File: src/rtl/bk_mem_arbiter_if.sv
// Bundle linking the BK0011M video/copy/CPU requesters and the SDRAM command port to bk_mem_arbiter.
// slave is the arbiter's view (serves requesters, drives memory); master is the surrounding system.
interface bk_mem_arbiter_if;
  logic        vid_req;
  logic [24:0] vid_addr;
  logic        vid_ack;
  logic [15:0] vid_dout;

  logic        cpy_req;
  logic [24:0] cpy_addr;
  logic        cpy_we;
  logic [15:0] cpy_din;
  logic        cpy_ack;
  logic [15:0] cpy_dout;

  logic        cpu_req;
  logic [24:0] cpu_addr;
  logic        cpu_we;
  logic [1:0]  cpu_be;
  logic [15:0] cpu_din;
  logic        cpu_ack;
  logic [15:0] cpu_dout;

  logic        mem_req;
  logic [24:0] mem_addr;
  logic        mem_we;
  logic [1:0]  mem_be;
  logic [15:0] mem_din;
  logic        mem_ack;
  logic [15:0] mem_dout;

  modport slave (
    input  vid_req, vid_addr,
    input  cpy_req, cpy_addr, cpy_we, cpy_din,
    input  cpu_req, cpu_addr, cpu_we, cpu_be, cpu_din,
    input  mem_ack, mem_dout,
    output vid_ack, vid_dout, cpy_ack, cpy_dout, cpu_ack, cpu_dout,
    output mem_req, mem_addr, mem_we, mem_be, mem_din
  );

  modport master (
    output vid_req, vid_addr,
    output cpy_req, cpy_addr, cpy_we, cpy_din,
    output cpu_req, cpu_addr, cpu_we, cpu_be, cpu_din,
    output mem_ack, mem_dout,
    input  vid_ack, vid_dout, cpy_ack, cpy_dout, cpu_ack, cpu_dout,
    input  mem_req, mem_addr, mem_we, mem_be, mem_din
  );
endinterface

File: src/rtl/bk_mem_arbiter.sv
// Video/copy/CPU arbiter and sequencer for the single shared BK0011M memory port.
// Optional CPU anti-starvation against copy DMA is enabled by defining BKARB_FAIRNESS_EN.
module bk_mem_arbiter #(
  parameter int TIMEOUT    = 63,
  parameter int STARVE_MAX = 4
) (
  input  logic            clk_sys,
  input  logic            reset_n,
  bk_mem_arbiter_if.slave bus,
  output logic [1:0]      owner,
  output logic            timeout_err
);

  typedef enum logic [1:0] {
    S_IDLE  = 2'd0,
    S_ISSUE = 2'd1,
    S_WAIT  = 2'd2
  } state_t;

  localparam logic [1:0] OWN_NONE = 2'd0;
  localparam logic [1:0] OWN_VID  = 2'd1;
  localparam logic [1:0] OWN_CPY  = 2'd2;
  localparam logic [1:0] OWN_CPU  = 2'd3;

  state_t            r_state;
  state_t            w_state_next;
  logic [1:0]        r_owner;
  logic [1:0]        w_grant;
  logic [24:0]       r_cmd_addr;
  logic              r_cmd_we;
  logic [1:0]        r_cmd_be;
  logic [15:0]       r_cmd_din;
  logic [5:0]        r_tmo_cnt;
  logic              r_tmo_err;
  logic              w_done;
  logic              w_abort;
  logic              w_finish;
  logic              w_hold;
  logic              w_cpu_first;
  logic [2:0]        w_ack;
  logic [2:0][15:0]  w_dout;

  // The ack cycle doubles as the cooldown: nobody is granted while an ack is out,
  // so a requester re-requesting right away competes on equal terms a cycle later.
  assign w_hold = |w_ack;

`ifdef BKARB_FAIRNESS_EN
  logic [7:0] r_starve;

  always_ff @(posedge clk_sys or negedge reset_n) begin
    if (!reset_n) begin
      r_starve <= '0;
    end else if (w_grant == OWN_CPU) begin
      r_starve <= '0;
    end else if (w_grant == OWN_CPY && bus.cpu_req && !w_cpu_first) begin
      r_starve <= r_starve + 8'd1;
    end
  end

  assign w_cpu_first = (r_starve == 8'(STARVE_MAX));
`else
  // Strict priority: the comparison is false for every legal STARVE_MAX.
  assign w_cpu_first = (STARVE_MAX < 0);
`endif

  always_comb begin : arbitrate
    w_grant = OWN_NONE;
    if (r_state == S_IDLE && !w_hold) begin
      if (bus.vid_req) begin
        w_grant = OWN_VID;
      end else if (bus.cpu_req && w_cpu_first) begin
        w_grant = OWN_CPU;
      end else if (bus.cpy_req) begin
        w_grant = OWN_CPY;
      end else if (bus.cpu_req) begin
        w_grant = OWN_CPU;
      end
    end
  end

  always_comb begin : fsm_next
    w_state_next = r_state;
    w_done       = 1'b0;
    w_abort      = 1'b0;
    case (r_state)
      S_IDLE: begin
        if (w_grant != OWN_NONE) begin
          w_state_next = S_ISSUE;
        end
      end
      S_ISSUE, S_WAIT: begin
        if (bus.mem_ack) begin
          w_done       = 1'b1;
          w_state_next = S_IDLE;
        end else if (r_tmo_cnt == 6'(TIMEOUT)) begin
          w_abort      = 1'b1;
          w_state_next = S_IDLE;
        end else begin
          w_state_next = S_WAIT;
        end
      end
      default: w_state_next = S_IDLE;
    endcase
  end

  assign w_finish = w_done | w_abort;

  always_ff @(posedge clk_sys or negedge reset_n) begin
    if (!reset_n) begin
      r_state <= S_IDLE;
    end else begin
      r_state <= w_state_next;
    end
  end

  always_ff @(posedge clk_sys or negedge reset_n) begin
    if (!reset_n) begin
      r_owner    <= OWN_NONE;
      r_cmd_addr <= '0;
      r_cmd_we   <= 1'b0;
      r_cmd_be   <= 2'b00;
      r_cmd_din  <= '0;
    end else if (w_grant != OWN_NONE) begin
      r_owner <= w_grant;
      case (w_grant)
        OWN_VID: begin
          r_cmd_addr <= bus.vid_addr;
          r_cmd_we   <= 1'b0;
          r_cmd_be   <= 2'b11;
          r_cmd_din  <= '0;
        end
        OWN_CPY: begin
          r_cmd_addr <= bus.cpy_addr;
          r_cmd_we   <= bus.cpy_we;
          r_cmd_be   <= 2'b11;
          r_cmd_din  <= bus.cpy_din;
        end
        default: begin
          r_cmd_addr <= bus.cpu_addr;
          r_cmd_we   <= bus.cpu_we;
          r_cmd_be   <= bus.cpu_be;
          r_cmd_din  <= bus.cpu_din;
        end
      endcase
    end else if (w_finish) begin
      r_owner <= OWN_NONE;
    end
  end

  always_ff @(posedge clk_sys or negedge reset_n) begin
    if (!reset_n) begin
      r_tmo_cnt <= '0;
      r_tmo_err <= 1'b0;
    end else begin
      r_tmo_err <= w_abort;
      if (r_state == S_IDLE || w_finish) begin
        r_tmo_cnt <= '0;
      end else begin
        r_tmo_cnt <= r_tmo_cnt + 6'd1;
      end
    end
  end

  // Per-requester ack pulse and data register; index gi serves owner code gi+1.
  for (genvar gi = 0; gi < 3; gi++) begin : g_resp
    logic        r_ack;
    logic [15:0] r_dout;
    logic        w_mine;

    assign w_mine = (r_owner == 2'(gi + 1));

    always_ff @(posedge clk_sys or negedge reset_n) begin
      if (!reset_n) begin
        r_ack  <= 1'b0;
        r_dout <= '0;
      end else begin
        r_ack <= w_finish && w_mine;
        if (w_abort && w_mine) begin
          r_dout <= 16'hFFFF;
        end else if (w_done && w_mine && !r_cmd_we) begin
          r_dout <= bus.mem_dout;
        end
      end
    end

    assign w_ack[gi]  = r_ack;
    assign w_dout[gi] = r_dout;
  end

  assign bus.vid_ack  = w_ack[0];
  assign bus.vid_dout = w_dout[0];
  assign bus.cpy_ack  = w_ack[1];
  assign bus.cpy_dout = w_dout[1];
  assign bus.cpu_ack  = w_ack[2];
  assign bus.cpu_dout = w_dout[2];

  assign bus.mem_req  = (r_state != S_IDLE);
  assign bus.mem_addr = r_cmd_addr;
  assign bus.mem_we   = r_cmd_we;
  assign bus.mem_be   = r_cmd_be;
  assign bus.mem_din  = r_cmd_din;

  assign owner       = r_owner;
  assign timeout_err = r_tmo_err;

endmodule

File: src/flat_wrapper.sv
// flat-port wrapper written by rule: the top's interface ports become plain ports
module bk_mem_arbiter_flat 
#(
  parameter int TIMEOUT    = 63,
  parameter int STARVE_MAX = 4
)
  (clk_sys, reset_n, owner, timeout_err, bus_vid_req, bus_vid_addr, bus_cpy_req, bus_cpy_addr, bus_cpy_we, bus_cpy_din, bus_cpu_req, bus_cpu_addr, bus_cpu_we, bus_cpu_be, bus_cpu_din, bus_mem_ack, bus_mem_dout, bus_vid_ack, bus_vid_dout, bus_cpy_ack, bus_cpy_dout, bus_cpu_ack, bus_cpu_dout, bus_mem_req, bus_mem_addr, bus_mem_we, bus_mem_be, bus_mem_din);
  bk_mem_arbiter_if bus_i ();
  input  logic clk_sys;
  input  logic reset_n;
  output logic [1:0] owner;
  output logic timeout_err;
  input wire logic [$bits(bus_i.vid_req)-1:0] bus_vid_req;
  input wire logic [$bits(bus_i.vid_addr)-1:0] bus_vid_addr;
  input wire logic [$bits(bus_i.cpy_req)-1:0] bus_cpy_req;
  input wire logic [$bits(bus_i.cpy_addr)-1:0] bus_cpy_addr;
  input wire logic [$bits(bus_i.cpy_we)-1:0] bus_cpy_we;
  input wire logic [$bits(bus_i.cpy_din)-1:0] bus_cpy_din;
  input wire logic [$bits(bus_i.cpu_req)-1:0] bus_cpu_req;
  input wire logic [$bits(bus_i.cpu_addr)-1:0] bus_cpu_addr;
  input wire logic [$bits(bus_i.cpu_we)-1:0] bus_cpu_we;
  input wire logic [$bits(bus_i.cpu_be)-1:0] bus_cpu_be;
  input wire logic [$bits(bus_i.cpu_din)-1:0] bus_cpu_din;
  input wire logic [$bits(bus_i.mem_ack)-1:0] bus_mem_ack;
  input wire logic [$bits(bus_i.mem_dout)-1:0] bus_mem_dout;
  output wire logic [$bits(bus_i.vid_ack)-1:0] bus_vid_ack;
  output wire logic [$bits(bus_i.vid_dout)-1:0] bus_vid_dout;
  output wire logic [$bits(bus_i.cpy_ack)-1:0] bus_cpy_ack;
  output wire logic [$bits(bus_i.cpy_dout)-1:0] bus_cpy_dout;
  output wire logic [$bits(bus_i.cpu_ack)-1:0] bus_cpu_ack;
  output wire logic [$bits(bus_i.cpu_dout)-1:0] bus_cpu_dout;
  output wire logic [$bits(bus_i.mem_req)-1:0] bus_mem_req;
  output wire logic [$bits(bus_i.mem_addr)-1:0] bus_mem_addr;
  output wire logic [$bits(bus_i.mem_we)-1:0] bus_mem_we;
  output wire logic [$bits(bus_i.mem_be)-1:0] bus_mem_be;
  output wire logic [$bits(bus_i.mem_din)-1:0] bus_mem_din;
  assign bus_i.vid_req = bus_vid_req;
  assign bus_i.vid_addr = bus_vid_addr;
  assign bus_i.cpy_req = bus_cpy_req;
  assign bus_i.cpy_addr = bus_cpy_addr;
  assign bus_i.cpy_we = bus_cpy_we;
  assign bus_i.cpy_din = bus_cpy_din;
  assign bus_i.cpu_req = bus_cpu_req;
  assign bus_i.cpu_addr = bus_cpu_addr;
  assign bus_i.cpu_we = bus_cpu_we;
  assign bus_i.cpu_be = bus_cpu_be;
  assign bus_i.cpu_din = bus_cpu_din;
  assign bus_i.mem_ack = bus_mem_ack;
  assign bus_i.mem_dout = bus_mem_dout;
  assign bus_vid_ack = bus_i.vid_ack;
  assign bus_vid_dout = bus_i.vid_dout;
  assign bus_cpy_ack = bus_i.cpy_ack;
  assign bus_cpy_dout = bus_i.cpy_dout;
  assign bus_cpu_ack = bus_i.cpu_ack;
  assign bus_cpu_dout = bus_i.cpu_dout;
  assign bus_mem_req = bus_i.mem_req;
  assign bus_mem_addr = bus_i.mem_addr;
  assign bus_mem_we = bus_i.mem_we;
  assign bus_mem_be = bus_i.mem_be;
  assign bus_mem_din = bus_i.mem_din;
  bk_mem_arbiter #(.TIMEOUT(TIMEOUT), .STARVE_MAX(STARVE_MAX)) u_core (.clk_sys(clk_sys), .reset_n(reset_n), .bus(bus_i), .owner(owner), .timeout_err(timeout_err));
endmodule
File: config.mk
export PLATFORM = sky130hd
export DESIGN_NAME = bk_mem_arbiter_flat
export DESIGN_NICKNAME = d
export VERILOG_FILES = /design/src/rtl/bk_mem_arbiter_if.sv /design/src/rtl/bk_mem_arbiter.sv /design/src/flat_wrapper.sv
export SDC_FILE = /design/constraint.sdc
export NUM_CORES = 1
export LEC_CHECK = 0
export CAP_MARGIN = 20
export CORE_MARGIN = 1.5
export CORE_UTILIZATION = 60
export CTS_CLUSTER_DIAMETER = 40
export DETAILED_ROUTE_END_ITERATION = 10
export DONT_BUFFER_PORTS = 1
export PLACE_DENSITY = 0.79
export RECOVER_POWER = 100
export SKIP_CTS_REPAIR_TIMING = 1
export SKIP_LAST_GASP = 1
export SYNTH_ARGS = -nofsm -noshare
export SYNTH_HDL_FRONTEND = slang
export SYNTH_SLANG_ARGS = --single-unit
File: constraint.sdc
create_clock -name clk_sys -period 3.9 [get_ports clk_sys]
set_clock_uncertainty 0.15 [all_clocks]
set_input_delay 0.78 -clock clk_sys [delete_from_list [all_inputs] [get_ports clk_sys]]
set_output_delay 0.78 -clock clk_sys [all_outputs]
set_load 0.005 [all_outputs]
Yosys cells after proc, flatten, opt, wreduce, memory -nomap -nowiden
Index checks and enable logic that the tools add are counted.

word-level totals
  word-level logic and storage cells = 77
  register bits after elaboration = 106
  input port bits = 133

operators by class
  multiplexer cells = 26
  $add $sub $neg = 1
  eq/ne operators = 9
  reductions and logical operators = 26
  bitwise gates (word level) = 1

operators by type and width
  cell                                                  number
  2-to-1 mux 16 bit                                     6
  one-hot mux 25 bit (2 select lines)                   1
  one-hot mux 16 bit (2 select lines)                   1
  2-to-1 mux 2 bit                                      10
  logical AND 1 bit                                     13
  nonzero test 2 bit                                    6
  equality test 2 bit (second input constant)           4
  adder 6 x 1 -> 6 bit (second input constant)          1
  equality test 2 x 1 -> 1 bit (second input constant)  3
  equality test 6 bit (second input constant)           1
  2-to-1 mux 6 bit                                      1
  2-to-1 mux 1 bit                                      5
  one-hot mux 2 bit (2 select lines)                    1
  OR reduction 2 bit                                    2
  OR reduction 3 bit                                    1
  logical NOT 1 bit                                     2
  logical NOT 2 bit                                     1
  inequality test 2 bit (second input constant)         1
  one-hot mux 1 bit (2 select lines)                    1
  logical OR 1 bit                                      1
  OR 1 bit                                              1

Depth between registers and ports, before layout
  depth in word-level cells = 7
  depth in mapped cells = 13
  gate-level depth less buffers = 9

Worst setup path after synthesis
Ideal clock, no wire load.

  path kind = register -> register
  from = register u_core.r_state[0]
  to = register u_core.r_cmd_be[0], in the netlist u_core.bus.mem_be[0]
  setup slack = 0.920 ns
  stages on the path, launching flop included = 12
  arrival time = 2.694 ns
  data required time = 3.613 ns
  period minus slack after synthesis = 2.980 ns
  path through = dfrtp_1 inv_1 ha_1 buf_4 or4b_1 or3_1 ha_1 clkbuf_1 buf_2 clkbuf_1 nor3b_1 a21oi_1

on the way
  word-level cells in the longest chain between the ends = 6
  elaborated cells on any way between the ends = 8
  those cells by class = eq/ne (2); mux (2); reduce/logical (4)

RTL lines
  item                                                                        RTL line               text
  start: declaration                                                          bk_mem_arbiter.sv:25   state_t r_state;
  start signal: assignment                                                    bk_mem_arbiter.sv:112  r_state <= w_state_next;
  logical NOT 2 bit (*)                                                       bk_mem_arbiter.sv:68   if (r_state == S_IDLE && !w_hold) begin
  logical AND 1 bit (*)                                                       bk_mem_arbiter.sv:68
  2-to-1 mux 2 bit (*)                                                        bk_mem_arbiter.sv:68
  equality test 2 x 1 -> 1 bit / equality test 2 bit (equally long branches)  bk_mem_arbiter.sv:125  case (w_grant)
  OR reduction 2 bit (no source line)                                         -
  2-to-1 mux 2 bit                                                            bk_mem_arbiter.sv:125
  end signal: assignment                                                      bk_mem_arbiter.sv:141  r_cmd_be <= bus.cpu_be;
  end: declaration                                                            bk_mem_arbiter.sv:31   logic [1:0] r_cmd_be;

Every way passes the cells marked *; elsewhere a longest branch is shown, timed or not.
A chain may end at the register's enable or synchronous reset.

Worst setup path after layout
  from = register u_core.r_state[1]
  to = register u_core.g_resp[1].r_dout[15], in the netlist u_core.bus.cpy_dout[15]

on the way
  word-level cells in the longest chain between the ends = 6
  elaborated cells on any way between the ends = 10
  those cells by class = eq/ne (2); mux (3); reduce/logical (5)

RTL lines
  item                                                                        RTL line               text
  equality test 2 x 1 -> 1 bit / equality test 2 bit (equally long branches)  bk_mem_arbiter.sv:85   case (r_state)
  OR reduction 2 bit (*)                                                      bk_mem_arbiter.sv:85
  2-to-1 mux 1 bit                                                            bk_mem_arbiter.sv:85
  logical AND 1 bit (2 in series)                                             bk_mem_arbiter.sv:180  end else if (w_done && w_mine && !r_cmd_we) begin
  nonzero test 2 bit (no source line)                                         -
  end signal: assignment                                                      bk_mem_arbiter.sv:181  r_dout <= bus.mem_dout;
  end: declaration                                                            bk_mem_arbiter.sv:167  logic [15:0] r_dout;

Marked as above.

==> impl_metrics.csv <==
group,metric,value,unit
status,status,"finished with violations",
status,violations,"max-capacitance violations, max-slew violations",
logic_synthesis,synth_ff_type,"dfrtp_1",
timing,slew_viol_final,193,
power,p_per_area,827,nW/µm²
final_layout,syn_to_final_growth,2.84,%
critical_path,crit_arrival,3390,ps
logic_synthesis,synth_most_common_cell,"dfrtp_1",
timing,fin_crit,3280,ps
floorplanning,ios,232,
power,totalPowerFinal,4.60,mW
logic_synthesis,syn_area_per_cell,9.44,µm²
final_layout,final_core_util,0.638,
global_route,grt_antenna_before_repair,0,
logic_synthesis,yosysSeqAreaShare,0.490,
critical_path,worstPathCellList,"inv_1, ha_1, and3b_1, clkbuf_1, nor2_1, a21oi_1",
logic_synthesis,ys_ff_latch,106,
timing,finalCritPeriodShare,0.840,
timing,relSlewSlack,-0.747,
worst_hold_path,hp-class,"reg2reg",
critical_path,crit_slowest_cell,"clkbuf_1",
logic_synthesis,synth.area.top_cells,"dfrtp_1, o22ai_1, or3b_2",
cts,cts_sinks,106,
timing,rsz0062_at_grt,"no",
final_layout,final_cells,650,
cts,cts_made_buffers,9,
floorplanning,die_h,98.0,µm
cts,cts_max_path_buffers,2,
worst_hold_path,holdCritStartpoint,"u_core.r_tmo_cnt[0]",
global_route,grt_max_degree,107,
critical_path,required,4020,ps
power,leakagePower,2.28,nW
critical_path,slowest_delay,1490,ps
timing,setup_ws,624,ps
cts,clk_pin_slew,100,ps
final_layout,stdcell_area,5560,µm²
power,vdd_drop_max,0.000406,V
drt,drc,0,
drt,first_pass_iters,5,
timing,fin_setup_tns,0,ps
critical_path,worst_setup_path_end_kind,"flop",
cts,clk_latency,350,ps
logic_synthesis,yosys_warnings,0,
global_route,grt_pass1_vias,4156,
floorplanning,row_count,34,
placed_design,port-buffer-count,0,
critical_path,r2r_end,"u_core.bus.cpy_dout[15]",
placed_design,dp.cells,632,
drt,drt-total-wl,14200,µm
drt,wl_per_cell,21.9,µm
timing,fmax,305,MHz
critical_path,r2r_cells,6,
global_route,grt_pass1_wl,22000,µm
placed_design,place_congestion,0.850,
floorplanning,fp.coreArea,8720,µm²
logic_synthesis,netlist-cell-type-count,39,
cts,cts-htree-levels,3,
final_layout,antenna_cells,0,
critical_path,r2r_slack,620,ps
timing,hold_viol_final,0,
job,drv_cap,3,
logic_synthesis,synth_edf_count,0,
worst_hold_path,whs_path_depth,1,
logic_synthesis,syn_nets,713,
timing,worst_pin_slew,2620,ps
drt,antenna_left,0,
placed_design,pre_cts_slack,343,ps
cts,cts_tree,"built",
logic_synthesis,yosysTopAreaCellShare,0.490,
logic_synthesis,synth.cells.most_frequent,"dfrtp_1, a21oi_1, nor2_1",
logic_synthesis,synthArstFlopShare,1.00,
critical_path,crit_type,"reg2reg",
drt,first_iter_violations,240,
critical_path,critPathLaunchType,"flop",
global_route,gr-total-overflow,0,
timing,hold_slack,320,ps
floorplanning,die_w,98.0,µm
final_layout,nets,677,
cts,root_buffer,"clkbuf_8",
logic_synthesis,yosysTopAreaCell,"dfrtp_1",
global_route,grt_usage,0.287,
timing,finalSetupViolations,0,
critical_path,worstPathMaxFanout,48,
worst_hold_path,min_to,"u_core.r_tmo_cnt[0]",
drt,vias,4375,
placed_design,place_area,5380,µm²
final_layout,drive_gt1_frac,0.113,
critical_path,rr_startpoint,"u_core.r_state[1]",
drt,viasPerCell,6.73,
floorplanning,die_area,9600,µm²
floorplanning,initial_core_util,0.620,
placed_design,hpwl,9820,µm
logic_synthesis,syn_area,5410,µm²
logic_synthesis,synthCells,573,
## flip-flops by register name, indices dropped and copies added (netlist names)
signal and cells:
u_core.bus.cpu_ack 1, u_core.bus.cpu_dout 16, u_core.bus.cpy_ack 1, u_core.bus.cpy_dout 16, u_core.bus.mem_addr 25, u_core.bus.mem_be 2, u_core.bus.mem_din 16, u_core.bus.mem_we 1
u_core.bus.vid_ack 1, u_core.bus.vid_dout 16, u_core.owner 2, u_core.r_state 2, u_core.r_tmo_cnt 6, u_core.timeout_err 1
## placed cells by master (no fill, tap or decap), drive strengths merged, types with 3 or more instances in the layout
cell type / instances
o22ai: 48
dfrtp: 106
a221oi: 27
nor2: 50
or3b: 32
o31ai: 25
ha: 7
nand2: 44
a21oi: 50
inv: 15
and2: 3
buf: 8
and3: 3
a22oi: 17
a211oi: 3
clkbuf: 14
o21ai: 18
nor2b: 29
nand3b: 17
## worst max path at each step
| stage | slack, ps | start | cells past startpoint | end |
|---|---|---|---|---|
| 5_1_grt | 380 | u_core.r_state[0] | 6 | u_core.bus.cpy_dout[15] |
| 3_5_place_dp | 340 | u_core.r_state[0] | 8 | u_core.bus.mem_din[2] |
| 2_1_floorplan | 920 | u_core.r_state[0] | 11 | u_core.bus.mem_be[0] |
| 3_3_place_gp | 490 | u_core.r_state[0] | 8 | u_core.bus.mem_din[14] |
| 4_1_cts | 310 | u_core.r_state[0] | 8 | u_core.bus.mem_din[2] |
| 6_report | 620 | u_core.r_state[1] | 6 | u_core.bus.cpy_dout[15] |
## cell families after synthesis
family          after synthesis  share of synthesized area
compound gates              193                      0.233
simple gates                191                      0.198
flops                       106                      0.490
buf+inv                      71                     0.0530
fa+ha+maj                     7                     0.0162
xor+xnor                      3                    0.00486
mux                           2                    0.00416
## worst max-delay path, delay by kind of cell, from the launching register on
family                   cells  cell delay [ps]
AO/OA/AOI/OAI                1              250
adder cells (fa/ha/maj)      1              500
buffers and inverters        2             1570
flip-flops                   1              390
AND/OR/NAND/NOR              2              330
## cell type report
cell class | instances | area [µm²]
Clock buffer | 10 | 138
Clock inverter | 6 | 47.5
Fill cell | 713 | 3160
Inverter | 12 | 45.0
Multi-Input combinational cell | 396 | 2470
Sequential cell | 106 | 2650
Tap cell | 108 | 135
Timing Repair Buffer | 12 | 76.3
## where the power goes
| part | switching (mW) | internal, mW | total, mW |
|---|---|---|---|
| logic | 1.20 | 0.880 | 2.08 |
| registers | 0.403 | 1.47 | 1.88 |
| clock network | 0.392 | 0.258 | 0.649 |
| total | 1.99 | 2.61 | 4.60 |
## routing by layer
layer / global-route usage / up-vias / wire length (µm)
met5: 0 / - / 0
li1: - / 2010 / -
met4: 0.114 / 0 / 399
met1: 0.374 / 2116 / 5470
met3: 0.0716 / 29 / 1220
met2: 0.463 / 220 / 7140
(Power assumes the default switching activity.)
